[src/rtl/led_blink_scheduler.sv]
// Shares one blink LED between NUM_REQ requesters: a round-robin grant, then a
// tick-timed ON,(OFF,ON)*,GAP sequence for the owner, ending in a done pulse.
module led_blink_scheduler #(
  parameter int NUM_REQ   = 4,
  parameter int CNT_W     = 4,
  parameter int TICK_DIV  = 50000,
  parameter int ON_TICKS  = 200,
  parameter int OFF_TICKS = 200,
  parameter int GAP_TICKS = 1000
) (
  input  logic                       clk50,
  input  logic                       rst_n,
  input  logic [NUM_REQ-1:0]         req,
  input  logic [NUM_REQ*CNT_W-1:0]   req_count,
  output logic [NUM_REQ-1:0]         gnt,
  output logic [NUM_REQ-1:0]         done,
  output logic [$clog2(NUM_REQ)-1:0] owner,
  output logic                       busy,
  output logic                       blink,
  output logic [1:0]                 dbg_state
);

  localparam int IDX_W  = $clog2(NUM_REQ);
  localparam int P_W    = $clog2(TICK_DIV);
  localparam int MAX_T  = (ON_TICKS > OFF_TICKS)
                          ? ((ON_TICKS > GAP_TICKS) ? ON_TICKS : GAP_TICKS)
                          : ((OFF_TICKS > GAP_TICKS) ? OFF_TICKS : GAP_TICKS);
  localparam int PH_W   = $clog2(MAX_T + 1);

  typedef enum logic [1:0] {S_IDLE, S_ON, S_OFF, S_GAP} state_e;

  state_e             state_q;
  logic [P_W-1:0]     presc_q, presc_d;
  logic [PH_W-1:0]    phase_q, phase_d;
  logic [CNT_W-1:0]   rem_q, rem_d;
  logic [IDX_W-1:0]   rr_q, owner_q;
  logic [NUM_REQ-1:0] gnt_q, done_q;
  logic               busy_q, blink_q;

  logic               tick, on_end, off_end, gap_end;
  logic               sel_valid;
  logic [IDX_W-1:0]   sel_idx, cand;
  logic [CNT_W-1:0]   sel_count;

  // Handshake: req is a level held by the requester; gnt (one-hot) is held for the
  // whole sequence and done pulses once at its end. A dropped req is never an abort.
  assign gnt       = gnt_q;
  assign done      = done_q;
  assign owner     = owner_q;
  assign busy      = busy_q;
  assign blink     = blink_q;
  assign dbg_state = state_q;

  assign tick    = (presc_q == P_W'(TICK_DIV - 1));
  assign on_end  = tick && (phase_q == PH_W'(ON_TICKS - 1));
  assign off_end = tick && (phase_q == PH_W'(OFF_TICKS - 1));
  assign gap_end = tick && (phase_q == PH_W'(GAP_TICKS - 1));
  assign presc_d = tick ? '0 : presc_q + P_W'(1);
  assign phase_d = tick ? phase_q + PH_W'(1) : phase_q;
  assign rem_d   = rem_q - CNT_W'(1);

  // Searching downwards lets the candidate closest to rr_q+1 win.
  always_comb begin
    sel_valid = 1'b0;
    sel_idx   = '0;
    cand      = '0;
    for (int i = NUM_REQ; i >= 1; i--) begin
      cand = IDX_W'((int'(rr_q) + i) % NUM_REQ);
      if (req[cand]) begin
        sel_valid = 1'b1;
        sel_idx   = cand;
      end
    end
  end

  always_comb begin
    sel_count = '0;
    for (int i = 0; i < NUM_REQ; i++) begin
      if (sel_idx == IDX_W'(i)) sel_count = req_count[i*CNT_W +: CNT_W];
    end
  end

  always_ff @(posedge clk50) begin
    if (!rst_n) begin
      state_q <= S_IDLE;
      presc_q <= '0;
      phase_q <= '0;
      rem_q   <= '0;
      rr_q    <= IDX_W'(NUM_REQ - 1);
      owner_q <= '0;
      gnt_q   <= '0;
      done_q  <= '0;
      busy_q  <= 1'b0;
      blink_q <= 1'b0;
    end else begin
      done_q  <= '0;
      presc_q <= presc_d;
      phase_q <= phase_d;
      case (state_q)
        S_IDLE: begin
          presc_q <= '0;
          phase_q <= '0;
          if (sel_valid) begin
            gnt_q   <= NUM_REQ'(1) << sel_idx;
            owner_q <= sel_idx;
            busy_q  <= 1'b1;
            rem_q   <= sel_count;
            if (sel_count != '0) begin
              state_q <= S_ON;
              blink_q <= 1'b1;
            end else begin
              state_q <= S_GAP;
            end
          end
        end
        S_ON: begin
          if (on_end) begin
            presc_q <= '0;
            phase_q <= '0;
            rem_q   <= rem_d;
            blink_q <= 1'b0;
            state_q <= (rem_d != '0) ? S_OFF : S_GAP;
          end
        end
        S_OFF: begin
          if (off_end) begin
            presc_q <= '0;
            phase_q <= '0;
            blink_q <= 1'b1;
            state_q <= S_ON;
          end
        end
        S_GAP: begin
          if (gap_end) begin
            presc_q <= '0;
            phase_q <= '0;
            gnt_q   <= '0;
            done_q  <= gnt_q;
            busy_q  <= 1'b0;
            rr_q    <= owner_q;
            state_q <= S_IDLE;
          end
        end
        default: state_q <= S_IDLE;
      endcase
    end
  end

endmodule

[config.mk]
export PLATFORM = sky130hd
export DESIGN_NAME = led_blink_scheduler
export DESIGN_NICKNAME = d
export VERILOG_FILES = /design/src/rtl/led_blink_scheduler.sv
export SDC_FILE = /design/constraint.sdc
export NUM_CORES = 1
export LEC_CHECK = 0
export CAP_MARGIN = 5
export CORE_UTILIZATION = 30
export DETAILED_ROUTE_END_ITERATION = 10
export PLACE_DENSITY_LB_ADDON = 0.1
export SYNTH_ARGS = -nofsm -noshare
export SYNTH_HDL_FRONTEND = slang
export SYNTH_SLANG_ARGS = --single-unit
[constraint.sdc]
create_clock -name clk50 -period 1.9 [get_ports clk50]
set_input_delay 0.38 -clock clk50 [delete_from_list [all_inputs] [get_ports clk50]]
set_output_delay 0.38 -clock clk50 [all_outputs]
set_load 0.05 [all_outputs]
==> results.toml <==
[outcome]
status = "finished, violations left"
failed_checks = "setup timing"

[timing]
final_max_slew_viol_count = 0
slew_headroom = 0.6621
holdWs_ns = 0.4987
setup_viol = 4
finalHoldViolCount = 0
min_period_ns = 1.970
finalClockSkew_ns = 0.005630
post-route-period-util = 1.037
setup_tns_ns = -0.1512
tightest_slew_ns = 0.5053
setup_ws_ns = -0.06968
fmax_ghz = 0.5077
rsz0062_at_grt = "yes"

[cells_and_area]
fin_area_um2 = 3780
final_util = 0.4841
layout_common_cells = "58 x buf_4, 43 x nor2_1, 41 x dfxtp_1, 22 x clkdlybuf4s50_1, 20 x nand2_1"
multi_input_area_um2 = 1773
syn_to_final_growth_pct = 55.16
layout.nets = 411
stdcell_count = 481
diodes = 0
fillers = 780
drive_above_1_share = 0.3536
final_common_cell = "buf_4"
seqCellArea_um2 = 929.6

[floorplanning]
die_area_um2 = 8484
die_y_um = 92.11
rows = 32
die_w_um = 92.11
ios = 36
start_util = 0.3120
core_um2 = 7807

[worst_setup_path]
reg2reg_to = "blink$_SDFFE_PN0P_"
cp.arrival_ns = 2.16
setup.worst_path.start_class = "flop"
cp_slowest_cell = "dfxtp_4"
cpPeakStageDelay_ns = 0.39
worstRegToRegCells = 7
crit_chain = "inv_4, o32a_4, and3_2, a211oi_4, o22ai_2, o31a_1, o211a_1"
critPathCaptureType = "flop"
reg2reg_from = "rr_q[1]$_SDFFE_PN1P_"
crit_fanout = 5
worst-r2r-setup-slack_ns = -0.07
required_ns = 2.09
crit_type = "reg2reg"

[clocking]
root_buffer = "clkbuf_8"
clockBufferDepth = 2
cts_tree = "done"
cts.sinks = 46
htree_levels = 2
clk_transition_reported_paths_ns = 0.09
cts_made_buffers = 5
holdBufCountCts = 0
clk_latency_ns = 0.29

[synthesis]
yosysWarnings = 0
synthMuxAreaShare = 0.008218
syn_avg_cell_area_um2 = 8.578
synth-xor-area-share = 0.08988
synth_fa_ha_area_frac = 0.05136
synth_simple_gate_area_frac = 0.2773
synth_ff_type = "dfxtp_1"
synth_edf_count = 0
synthTopCellsByArea = "dfxtp_1 38%, nor2_1 7.7%, xor2_1 5.4%, ha_1 5.1%, xnor2_1 3.6%"
synthArstFlopShare = 0
synth_nets = 316
synth_top_family_by_area = "simple AND/OR/NAND/NOR gates"
ys_ff_latch = 46
synth_area_um2 = 2436
yosysSeqAreaShare = 0.3780
synth_top_area_cell = "dfxtp_1"
synth_compound_area_frac = 0.1546
synth_top_area_frac = 0.3780
yosysUniqueCellTypes = 53
syn_inst = 284

[placement]
gp_congestion = 0.7910
place_ws_ns = -0.7066
hpwl_mm = 4.430
port_buffers = 35
dp_cells = 463
dpl_cell_area_um2 = 3268

[pwr]
ir_drop_mv = 0.5995
power.leakage_nw = 1.534
power_mw = 3.321
p_per_area_nw_per_um2 = 878.6

[worst_hold_path]
hold_class = "reg2reg"
worstHoldEndpoint = "rem_q[3]$_SDFFE_PN0P_"
min_path_cells = 2
min_from = "rem_q[3]$_SDFFE_PN0P_"

[route]
drc = 0
wl_per_cell_um = 13.44
wl_mm = 6.465
ant_nets = 0
first_iter_violations = 56
firstDrtPassIters = 4
viasPerCell = 4.780
vias = 2299

[grt]
antenna_found_initial = 0
grt_pass1_wl_mm = 10.60
grt_usage = 0.1565
gr-total-overflow = 0
grt_pass1_vias = 2226
grt_max_degree = 17

[run]
cap_violations = 0
## synth_stat cells (2+ instances only)
library cell	count
ha_1	10
nand2_1	23
o211ai_1	4
and3_1	13
buf_6	2
nand2b_1	5
xor2_1	15
clkbuf_1	3
and3_2	2
nor4bb_1	2
a211oi_2	2
or2_1	2
xnor2_1	10
nand2_2	2
dfxtp_1	46
o21ai_1	5
a32oi_1	4
nor3_1	5
o22ai_1	2
mux2i_1	2
o211a_1	2
nand4_1	7
nor2_1	50
a21oi_1	6
a211oi_1	7
nand3_1	10
or3_1	3
inv_1	15
## power by group
group	total, mW	switching [mW]	internal, mW
sequential	1.16	0.0965	1.06
clock	0.750	0.328	0.421
combinational	1.41	0.821	0.591
total	3.32	1.25	2.07
## logic make-up (layout without fill, tap and decap cells)
group,count (synthesis),after routing
AO/OA/AOI/OAI,46,48
XOR/XNOR,25,25
adder cells (fa/ha/maj),10,10
buffers and inverters,22,115
flip-flops,46,46
multiplexers,2,2
AND/OR/NAND/NOR,133,133
## flip-flops by register name (all words and copies together) (netlist names)
name       count
presc_q       16
done           4
dbg_state      2
busy           1
rr_q           2
phase_q       10
blink          1
owner          2
rem_q          4
gnt            4
## critical path, delay by kind of cell (launching register included)
kind            cells  cell delay [ns]
compound gates      5             1.20
buf+inv             1             0.05
flops               1             0.39
simple gates        1             0.23
## per-layer routing
| layer | global-route usage | wire length [um] | up-vias |
|---|---|---|---|
| met5 | 0 | 0 | - |
| met4 | 0.03906 | 58 | 0 |
| met3 | 0.02985 | 215 | 4 |
| met2 | 0.2531 | 3001 | 37 |
| met1 | 0.2131 | 3190 | 1077 |
| li1 | - | - | 1181 |
## repair_timing
action / 4_1_cts / 5_1_grt
gates cloned: 3 / 0
buffers inserted: 4 / 5
endpoints found under the setup margin: 9 / 25
pin swaps: 14 / 25
gates resized for setup: 34 / 41
## worst max path at each step
stage                          from            endpoint  slack [ns]
4_1_cts        rr_q[1]$_SDFFE_PN1P_  blink$_SDFFE_PN0P_       -0.09
3_5_place_dp                 req[1]  blink$_SDFFE_PN0P_       -0.71
6_report       rr_q[1]$_SDFFE_PN1P_  blink$_SDFFE_PN0P_       -0.07
3_3_place_gp                 req[1]  blink$_SDFFE_PN0P_       -0.65
2_1_floorplan  rr_q[0]$_SDFFE_PN1P_  blink$_SDFFE_PN0P_       0.008
5_1_grt        rr_q[1]$_SDFFE_PN1P_  blink$_SDFFE_PN0P_       -0.16
## final cells by class
class / count / share of cell area
sequential: 46 / 0.2459
inverter: 16 / 0.01655
clock inverter: 1 / 0.007944
clock buffer: 6 / 0.02185
multi-input combinational: 218 / 0.4690
tap: 102 / 0.03376
timing repair buffer: 92 / 0.2049
No activity file was read; power rests on OpenSTA's default activity.
